<file path="src/rtl/seq_divider.sv">
// seq_divider: multi-cycle 32-bit restoring divider, signed or unsigned per request.
// The iteration produces one quotient bit per cycle over 32 cycles. A FIX cycle
// then applies the sign correction, and a one-cycle DONE pulse presents the result.
// Optional feature: define DIV_ZERO_EARLY_EN to short-circuit a zero divisor
// straight to DONE and flag it on div_by_zero.
//
// state | meaning
// IDLE  | waiting for start; operands latched on acceptance
// CALC  | 32 restoring iterations, one quotient bit per cycle
// FIX   | sign correction, result registers written
// DONE  | done pulse for one cycle, results valid
module seq_divider (
  input  logic        clk,
  input  logic        rst_n,
  input  logic        start,
  input  logic        sign,
  input  logic [31:0] A,
  input  logic [31:0] B,
  output logic        busy,
  output logic        done,
  output logic [31:0] quotient,
  output logic [31:0] remainder,
  output logic        div_by_zero
);

  typedef enum logic [1:0] {IDLE, CALC, FIX, DONE} state_t;

  state_t      state;
  state_t      state_nxt;
  logic [5:0]  cnt;
  logic [31:0] b_abs;
  logic [31:0] dq;
  logic [31:0] rem;
  logic        q_neg;
  logic        r_neg;
  logic [31:0] a_abs_in;
  logic [31:0] b_abs_in;
  logic [32:0] partial;
  logic [32:0] diff;
  logic        take;
  logic        early_zero;
`ifdef DIV_ZERO_EARLY_EN
  logic        dbz_q;
`endif

  // Operand magnitudes, only folded when the request is signed and negative
  always_comb begin
    a_abs_in = (sign && A[31]) ? (~A + 32'd1) : A;
    b_abs_in = (sign && B[31]) ? (~B + 32'd1) : B;
  end

  // One restoring step: shift in the next dividend bit and subtract if it fits
  always_comb begin
    partial = {rem, dq[31]};
    diff    = partial - {1'b0, b_abs};
    take    = (partial >= {1'b0, b_abs});
  end

  // Zero-divisor short cut is only present in the early-exit build
  always_comb begin
`ifdef DIV_ZERO_EARLY_EN
    early_zero = (B == 32'd0);
`else
    early_zero = 1'b0;
`endif
  end

  // State register
  always_ff @(posedge clk or negedge rst_n) begin
    if (!rst_n) state <= IDLE;
    else        state <= state_nxt;
  end

  // Next-state logic
  always_comb begin
    state_nxt = state;
    case (state)
      IDLE: if (start) state_nxt = early_zero ? DONE : CALC;
      CALC: if (cnt == 6'd31) state_nxt = FIX;
      FIX:  state_nxt = DONE;
      DONE: state_nxt = IDLE;
      default: state_nxt = IDLE;
    endcase
  end

  // Output decode from the current state
  always_comb begin
    busy        = 1'b0;
    done        = 1'b0;
    div_by_zero = 1'b0;
    case (state)
      CALC, FIX: busy = 1'b1;
      DONE: begin
        done = 1'b1;
`ifdef DIV_ZERO_EARLY_EN
        div_by_zero = dbz_q;
`endif
      end
      default: ;
    endcase
  end

  // Datapath: operand capture, iteration, and result registers
  always_ff @(posedge clk or negedge rst_n) begin
    if (!rst_n) begin
      cnt       <= 6'd0;
      b_abs     <= 32'd0;
      dq        <= 32'd0;
      rem       <= 32'd0;
      q_neg     <= 1'b0;
      r_neg     <= 1'b0;
      quotient  <= 32'd0;
      remainder <= 32'd0;
`ifdef DIV_ZERO_EARLY_EN
      dbz_q     <= 1'b0;
`endif
    end else begin
      case (state)
        IDLE: begin
          if (start) begin
            b_abs <= b_abs_in;
            dq    <= a_abs_in;
            rem   <= 32'd0;
            cnt   <= 6'd0;
            // A zero divisor keeps the all-ones quotient unnegated, so a signed
            // x/0 yields -1 regardless of the dividend sign.
            q_neg <= sign & (A[31] ^ B[31]) & (B != 32'd0);
            r_neg <= sign & A[31];
`ifdef DIV_ZERO_EARLY_EN
            dbz_q <= (B == 32'd0);
            if (B == 32'd0) begin
              quotient  <= 32'hFFFF_FFFF;
              remainder <= A;
            end
`endif
          end
        end
        CALC: begin
          rem <= take ? diff[31:0] : partial[31:0];
          dq  <= {dq[30:0], take};
          cnt <= cnt + 6'd1;
        end
        FIX: begin
          quotient  <= q_neg ? (~dq + 32'd1) : dq;
          remainder <= r_neg ? (~rem + 32'd1) : rem;
        end
        DONE: begin
`ifdef DIV_ZERO_EARLY_EN
          dbz_q <= 1'b0;
`endif
        end
        default: ;
      endcase
    end
  end

endmodule

</file>
<file path="config.mk">
export PLATFORM = sky130hd
export DESIGN_NAME = seq_divider
export DESIGN_NICKNAME = d
export VERILOG_FILES = /design/src/rtl/seq_divider.sv
export SDC_FILE = /design/constraint.sdc
export NUM_CORES = 1
export LEC_CHECK = 0
export CAP_MARGIN = 40
export CELL_PAD_IN_SITES_DETAIL_PLACEMENT = 1
export CELL_PAD_IN_SITES_GLOBAL_PLACEMENT = 1
export CORE_AREA = 2 2 145 183
export CTS_CLUSTER_SIZE = 25
export DETAILED_ROUTE_END_ITERATION = 10
export DIE_AREA = 0 0 147 185
export DONT_BUFFER_PORTS = 1
export PLACE_DENSITY_LB_ADDON = 0.1
export SLEW_MARGIN = 10
export SYNTH_ARGS = -nofsm -noshare
export SYNTH_HDL_FRONTEND = slang
export SYNTH_SLANG_ARGS = --single-unit
</file>
<file path="constraint.sdc">
create_clock -name clk -period 3.15 [get_ports clk]
set_clock_uncertainty 0.1 [all_clocks]
set_input_delay 0.315 -clock clk [delete_from_list [all_inputs] [get_ports clk]]
set_output_delay 0.315 -clock clk [all_outputs]
set_load 0.005 [all_outputs]
</file>
# Word-level counts from Yosys, hierarchy flattened
# Cells that the tools add are included.
[totals]
reg_bits = 170
latchBits = 0
ram_bits = 0
romBits = 0
out_inout_bits = 67
elab_cells = 55
n_memories = 0
[op_classes]
add_sub_neg = 6
multipliers = 0
div = 0
magnitude_cmp = 1
n_eq_ne = 6
shifts = 0
muxes = 16
bitwise = 8
reduce_logical = 9
[op_table]
columns = ["op", "count"]
rows = [
  ["two-way mux 32 bit", 7],
  ["adder 32 x 1 -> 32 bit, second input constant", 4],
  ["inverter 32 bit", 4],
  ["one-hot mux 32 bit (2 select lines)", 2],
  ["greater-or-equal comparator 33 x 32 -> 1 bit", 1],
  ["nonzero test 32 bit", 1],
  ["subtractor 32 bit", 1],
  ["one-hot mux 6 bit (2 select lines)", 1],
  ["one-hot mux 2 bit (4 select lines)", 1],
  ["adder 6 x 1 -> 6 bit, second input constant", 1],
  ["== test 6 x 5 -> 1 bit, second input constant", 1],
  ["two-way mux 6 bit", 1],
  ["AND reduction 2 bit", 3],
  ["== test 2 bit, second input constant", 2],
  ["two-way mux 2 bit", 2],
  ["inequality test 2 bit, second input constant", 2],
  ["AND 1 bit", 3],
  ["== test 2 x 1 -> 1 bit, second input constant", 1],
  ["logical AND 1 bit", 2],
  ["logical NOT 2 bit", 1],
  ["two-way mux 1 bit", 2],
  ["nonzero test 2 bit", 1],
  ["OR reduction 2 bit", 1],
  ["bitwise XOR 1 bit", 1],
]

# Longest topological paths before layout
# Gate-level depths: netlist of the first run.
[depth]
word_depth = 5
mapped_depth = 14
ltp_nobuf = 14

# Least setup slack after synthesis of the first run
# Ideal clock, no wire load.
[synth_timing]
kind = "register to register"
startpoint = "register dq[6]"
endpoint = "register quotient[29]"
setup_time_ns = 0.137
arrival_time_ns = 3.132
setup_slack_ns = -0.219
stages_incl_launch_ff = 11
cell_sequence = "dfrtp_1 or4_4 nor4_4 and2b_2 inv_1 or4_4 or3_4 or4_4 o31ai_1 xor2_1 a21oi_1"
[synth_between]
elab_chain_len = 3
[synth_lines]
columns = ["item", "line_no", "text"]
rows = [
  ["start: declaration", "32", "logic [31:0] dq;"],
  ["start signal: assignment", "122", "dq <= a_abs_in;"],
  ["start signal: assignment", "140", "dq <= {dq[30:0], take};"],
  ["inverter 32 bit", "144", "quotient <= q_neg ? (~dq + 32'd1) : dq;"],
  ["adder 32 x 1 -> 32 bit", "144", ""],
  ["two-way mux 32 bit", "144", ""],
  ["end signal: assignment", "144", ""],
  ["end: declaration", "21", "output logic [31:0] quotient,"],
]
# No other way between the ends.
# A chain may end at the register's enable or synchronous reset.

# Worst setup path after layout of the first run
# Same ends and word-level chain as after synthesis.

==> metrics.yaml, run 1 <==
period_needed_ns: 3.43
layout.cells.non_filler: 1780
relSlewSlack: 0.503
setup_tns_ns: -1.19
grt_overflow: 0
critPathKind: "reg -> reg"
status: "finished with violations"
tritoncts: "built"
syn2layout_area_growth_pct: 21.5
clk_latency_ns: 0.45
cp-end-kind: "flop"
place_inst: 1699
n_antenna_cell: 0
vias_per_cell: 5.65
fin_ws_ns: -0.282
rsz0062_at_grt: "yes"
drc_errors: 0
wl_um: 36400
dr_total_vias: 10062
yosys_warnings: 0
io_buffers: 0
hold_slack_ns: -0.539
seq_area_frac_synth: 0.385
setup_viol: 7
htreeDepth: 4
clock_sinks: 170
power.total_mw: 14.2
die_w_um: 147
ys_ff_latch: 170
row_count: 66
dp_slack_ns: -0.305
grt_start_max_net_pins: 171
hold_class: "in -> async"
numCtsBuffers: 17
num_io_pins: 135
maxSlewViolCount: 0
syn_area_um2: 11000
p_per_area_nw_per_um2: 1060
initial_utilization: 0.431
synthArstFlopShare: 1.00
finalNetCount: 1537
fmax_ghz: 0.291
critPathMaxFanout: 3
seqCellArea_um2: 4260
hold_buffers: 32
grt_pass1_vias: 10865
dpl.hpwl_um: 26800
fillers: 3012
gp_congestion: 0.898
clockRootBuffer: "clkbuf_16"
final_cell_mix: "dfrtp_1, a21oi_1, nor2_1, nand2_1, o21ai_0"
syn_nets: 1430
leakagePower_nw: 5.91
violations: "negative hold slack, negative setup slack"
hold_viol: 170
drt_iter0_markers: 348
synthesis.instances: 1320
worst_slew_pin_slew_ns: 0.745
routedWlPerCell_um: 20.4
avgSynthCellArea_um2: 8.37
cp_data_required_time_ns: 3.35
dieHeight_um: 185
vdd_drop_max_v: 0.000488
final_common_cell: "dfrtp_1"
timing.final.crit_share: 1.09
clkTransAtPathRegs_ns: 0.07
clk_path_buf_depth: 2
synth-edff-count: 0
multi_input_area_um2: 6670
dr.pass1.iters: 5
cp-start-kind: "flop"
ant_nets: 0
ys.flop_type: "dfrtp_1"
layout-drive-gt1-share: 0.166
cp.arrival_ns: 3.63
grt_pass1_wl_um: 57100
coreArea_um2: 25600
grtUsageTotal: 0.270
antenna_found_initial: 0
drv_cap: 0
ys_types: 62
die-area_um2: 27200
flip-flops by register name, summed over array words and instances (netlist names):
signal and cells:
b_abs 32, cnt 6, dq 32, q_neg 1
quotient 32, r_neg 1, rem 32, remainder 32
state 2
metrics by stage:
stage,utilization,cell area [um2],hold WS (ns)
floorplan,-,11100,-0.0806
global placement,0.472,12100,-0.0723
detailed placement,0.472,12100,-0.0736
CTS,0.508,13000,-0.558
global route,0.524,13400,-0.564
finish,0.524,13400,-0.539
synth_stat cells, types with 16 or more instances:
cell type | instances | area, um2
a21o_1 | 17 | 128
a21oi_1 | 150 | 751
clkbuf_1 | 60 | 225
dfrtp_1 | 170 | 4250
ha_1 | 41 | 513
inv_1 | 55 | 206
mux2i_1 | 16 | 160
nand2_1 | 134 | 503
nor2_1 | 139 | 522
nor3_1 | 20 | 100
o21ai_0 | 140 | 701
o31ai_1 | 21 | 158
xnor2_1 | 63 | 552
xor2_1 | 85 | 744
per-layer routing:
metal / GRT usage / share of wire
met2: 0.534 / 0.56
met1: 0.270 / 0.36
met4: 0.132 / 0.050
met3: 0.0463 / 0.028
met5: 0 / 0
worst max-delay path: stages (launching register included):
cell and delay (ns):
dfrtp_1 0.38, or4_4 0.56, nor4_4 0.16, and2b_2 0.18, inv_2 0.04, or4_4 0.52
or3_4 0.38, or4_4 0.47, o31ai_4 0.24, xor2_1 0.16, a21oi_1 0.08
cell type report:
cell class,instances,area share
clock buffer,20,0.0340
tap,340,0.0317
multi-input combinational,1026,0.497
timing repair buffer,157,0.0977
inverter,55,0.0154
clock inverter,12,0.00681
sequential,170,0.317
power by group:
part,leakage (nW),internal [mW],switching (mW)
sequential,2.07,3.15,0.867
clock,0.261,1.06,0.960
combinational,3.57,3.40,4.73
timing repair:
item	4_1_cts	5_1_grt
hold endpoints to repair	202	170
endpoints found under the setup margin	9	44
gates resized for setup	7	66
pin swaps	2	24
buffers inserted	4	12
cell families after synthesis:
family / after synthesis / synth area share
adders and majority gates: 42 / 0.0483
muxes: 25 / 0.0237
and+or+nand+nor: 399 / 0.166
buffers and inverters: 124 / 0.0425
AOI/OAI and AO/OA: 411 / 0.217
xor gates and xnor gates: 148 / 0.117
DFF: 170 / 0.385
other: 1 / 0.000340
worst paths after layout:
kind / cells past startpoint / start / slack, ns / to
setup reg to reg: 10 / dq[6]$_DFFE_PN0P_ / -0.28 / quotient[29]$_DFFE_PN0P_
max in group asynchronous: 0 / rst_n / 3.14 / dq[6]$_DFFE_PN0P_
hold / removal: 0 / rst_n / -0.54 / b_abs[20]$_DFFE_PN0P_
hold reg to reg: 2 / b_abs[23]$_DFFE_PN0P_ / 0.38 / b_abs[23]$_DFFE_PN0P_
setup / recovery: 10 / dq[6]$_DFFE_PN0P_ / -0.28 / quotient[29]$_DFFE_PN0P_
min in group clk: 2 / B[16] / 0.01 / b_abs[16]$_DFFE_PN0P_
(Power assumes the default switching activity.)
==> inputs of run 2 (changes only) <==
CORE_AREA = 2 2 138 173   (was 2 2 145 183)
DIE_AREA = 0 0 140 175   (was 0 0 147 185)
clock period = 3.55 ns   (was 3.15 ns; I/O delays follow)
==> metrics.yaml, run 2 (same netlist as run 1, synthesis figures left out) <==
final_common_cell: "dfrtp_1"
place_inst: 1590  # -6.4%
dr_total_vias: 9814  # -2.5%
cp-end-kind: "flop"
critPathKind: "reg -> reg"
seqCellArea_um2: 4250  # -0.12%
coreArea_um2: 22900  # -11%
hold_viol: 170  # unchanged
htreeDepth: 4  # unchanged
clk_path_buf_depth: 2  # unchanged
io_buffers: 0  # unchanged
vias_per_cell: 6.03  # +6.6%
clock_sinks: 170  # unchanged
worst_slew_pin_slew_ns: 0.933  # +0.188 ns
cp-start-kind: "flop"
num_io_pins: 135  # unchanged
grt_overflow: 0  # unchanged
setup_tns_ns: 0  # +1.19 ns
grt_pass1_vias: 10618  # -2.3%
initial_utilization: 0.483  # +0.0512
final_cell_mix: "dfrtp_1, a21oi_1, nor2_1, o21ai_0, nand2_1"
clockRootBuffer: "clkbuf_16"
leakagePower_nw: 5.41  # -8.3%
dieHeight_um: 175  # -5.4%
hold_slack_ns: -0.494  # +0.0455 ns
setup_viol: 0  # -7
clk_latency_ns: 0.44  # about the same
cp.arrival_ns: 3.66  # +0.03 ns
rr_startpoint: "dq[6]$_DFFE_PN0P_"
n_antenna_cell: 0  # unchanged
dp_slack_ns: 0.0149  # +0.320 ns
multi_input_area_um2: 6380  # -4.3%
hold_buffers: 5  # -84%
max_stage_delay_ns: 0.57  # about the same
period_needed_ns: 3.48  # +0.0530 ns
critPathMaxFanout: 4  # +1
grt_pass1_wl_um: 56000  # -2.0%
critPathBufInv: 1  # unchanged
layout-drive-gt1-share: 0.0896  # -0.0764
cp_data_required_time_ns: 3.73  # +0.38 ns
fin_ws_ns: 0.0654  # +0.347 ns
relSlewSlack: 0.378  # -0.125
cpLargestDelayFamily: "simple AND/OR/NAND/NOR gates"
rsz0062_at_grt: "yes"
dpl.hpwl_um: 25900  # -3.5%
drt_iter0_markers: 463  # +33%
timing.final.crit_share: 0.982  # -0.108
dr.pass1.iters: 11  # +6
die_w_um: 140  # -4.8%
violations: "design-rule violations, negative hold slack"
worstRegToRegCells: 10  # unchanged
clkTransAtPathRegs_ns: 0.07  # about the same
hold_class: "in -> async"
routedWlPerCell_um: 21.4  # +4.8%
gp_congestion: 0.891  # -0.78%
p_per_area_nw_per_um2: 963  # -8.8%
wl_um: 34900  # -4.2%
power.total_mw: 11.8  # -17%
vdd_drop_max_v: 0.000776  # +59%
rr_endpoint: "quotient[29]$_DFFE_PN0P_"
status: "finished with violations"
path_common_cell: "or4_4"
crit_chain: "or4_4, nor4_4, and2b_2, inv_2, or4_4, or3_4, or4_4, o31ai_4, xor2_1, a21oi_1"
drc_errors: 1  # +1
numCtsBuffers: 17  # unchanged
grtUsageTotal: 0.290  # +0.0202
layout.cells.non_filler: 1628  # -8.5%
cp_slowest_cell: "or4_4"
r2r_slack_ns: 0.07  # +0.35 ns
finalNetCount: 1438  # -6.4%
drv_cap: 0  # unchanged
antenna_found_initial: 0  # unchanged
fmax_ghz: 0.287  # -1.5%
ant_nets: 0  # unchanged
syn2layout_area_growth_pct: 11.0
grt_start_max_net_pins: 171  # unchanged
maxSlewViolCount: 0  # unchanged
fillers: 2727  # -9.5%
tritoncts: "built"
row_count: 62  # -6.1%
die-area_um2: 24500  # -9.9%
==> run 2: cell types whose count changed in the layout (fill, tap and decap cells not counted), moves of 5 or more <==
cell	delta
o21ai_1	-9
ha_1	+7
dlygate4sd3_1	-27
o21ai_0	+11
a21oi_2	-5
a21oi_1	+5
ha_4	-6
buf_4	-68
==> run 2: repair_timing <==
item / in CTS / in global routing
pin swaps: 0 / 3
resized for setup: 1 / 6
endpoints found under the setup margin: 1 / 13
hold endpoints to repair: 175 / 170
setup buffers: 0 / 2
==> run 2: how the worst max path moves through the flow <==
| stage | endpoint | start | cells after the start | slack [ns] |
|---|---|---|---|---|
| floorplan | quotient[29]$_DFFE_PN0P_ | dq[6]$_DFFE_PN0P_ | 10 | 0.18 |
| global placement | quotient[29]$_DFFE_PN0P_ | dq[6]$_DFFE_PN0P_ | 10 | 0.07 |
| detailed placement | quotient[29]$_DFFE_PN0P_ | dq[6]$_DFFE_PN0P_ | 10 | 0.01 |
| CTS | quotient[29]$_DFFE_PN0P_ | dq[6]$_DFFE_PN0P_ | 10 | 0.04 |
| global route | quotient[29]$_DFFE_PN0P_ | dq[6]$_DFFE_PN0P_ | 10 | -0.05 |
| finish | quotient[29]$_DFFE_PN0P_ | dq[6]$_DFFE_PN0P_ | 10 | 0.07 |
==> run 2: worst register-to-register path, stage by stage, from the launching register on <==
cell     delay (ns)
dfrtp_1        0.38
or4_4          0.57
nor4_4         0.17
and2b_2        0.19
inv_2          0.05
or4_4          0.52
or3_4          0.39
or4_4          0.46
o31ai_4        0.25
xor2_1         0.16
a21oi_1        0.08
==> run 2: layout make-up <==
class / count / area share
multi-input combinational: 1026 / 0.521
sequential: 170 / 0.347
timing repair buffer: 58 / 0.0376
clock buffer: 17 / 0.0347
tap: 288 / 0.0294
inverter: 55 / 0.0168
clock inverter: 14 / 0.0135
==> run 2: routing by layer <==
metal  vias to the layer above  routed length [um]  global-route usage
li1                       4660                   -                   -
met1                      4890               12900               0.299
met2                       185               19400               0.574
met3                        79                 903              0.0345
met4                         0                1610               0.139
met5                         -                   0                   0
==> run 2: power breakdown <==
group / leakage (nW) / switching, mW / internal, mW / total [mW]
clock network: 0.291 / 0.872 / 1.05 / 1.93
logic: 3.04 / 3.85 / 2.36 / 6.20
registers: 2.08 / 0.882 / 2.79 / 3.67
==> run 2: per-stage QoR <==
step	instance area (um2)	hold slack, ns	util
floorplan	11000	-0.0406	-
detailed placement	11600	-0.0340	0.505
finish	12300	-0.494	0.536
global placement	11600	-0.0335	0.505
CTS	12200	-0.509	0.534
global route	12300	-0.509	0.536
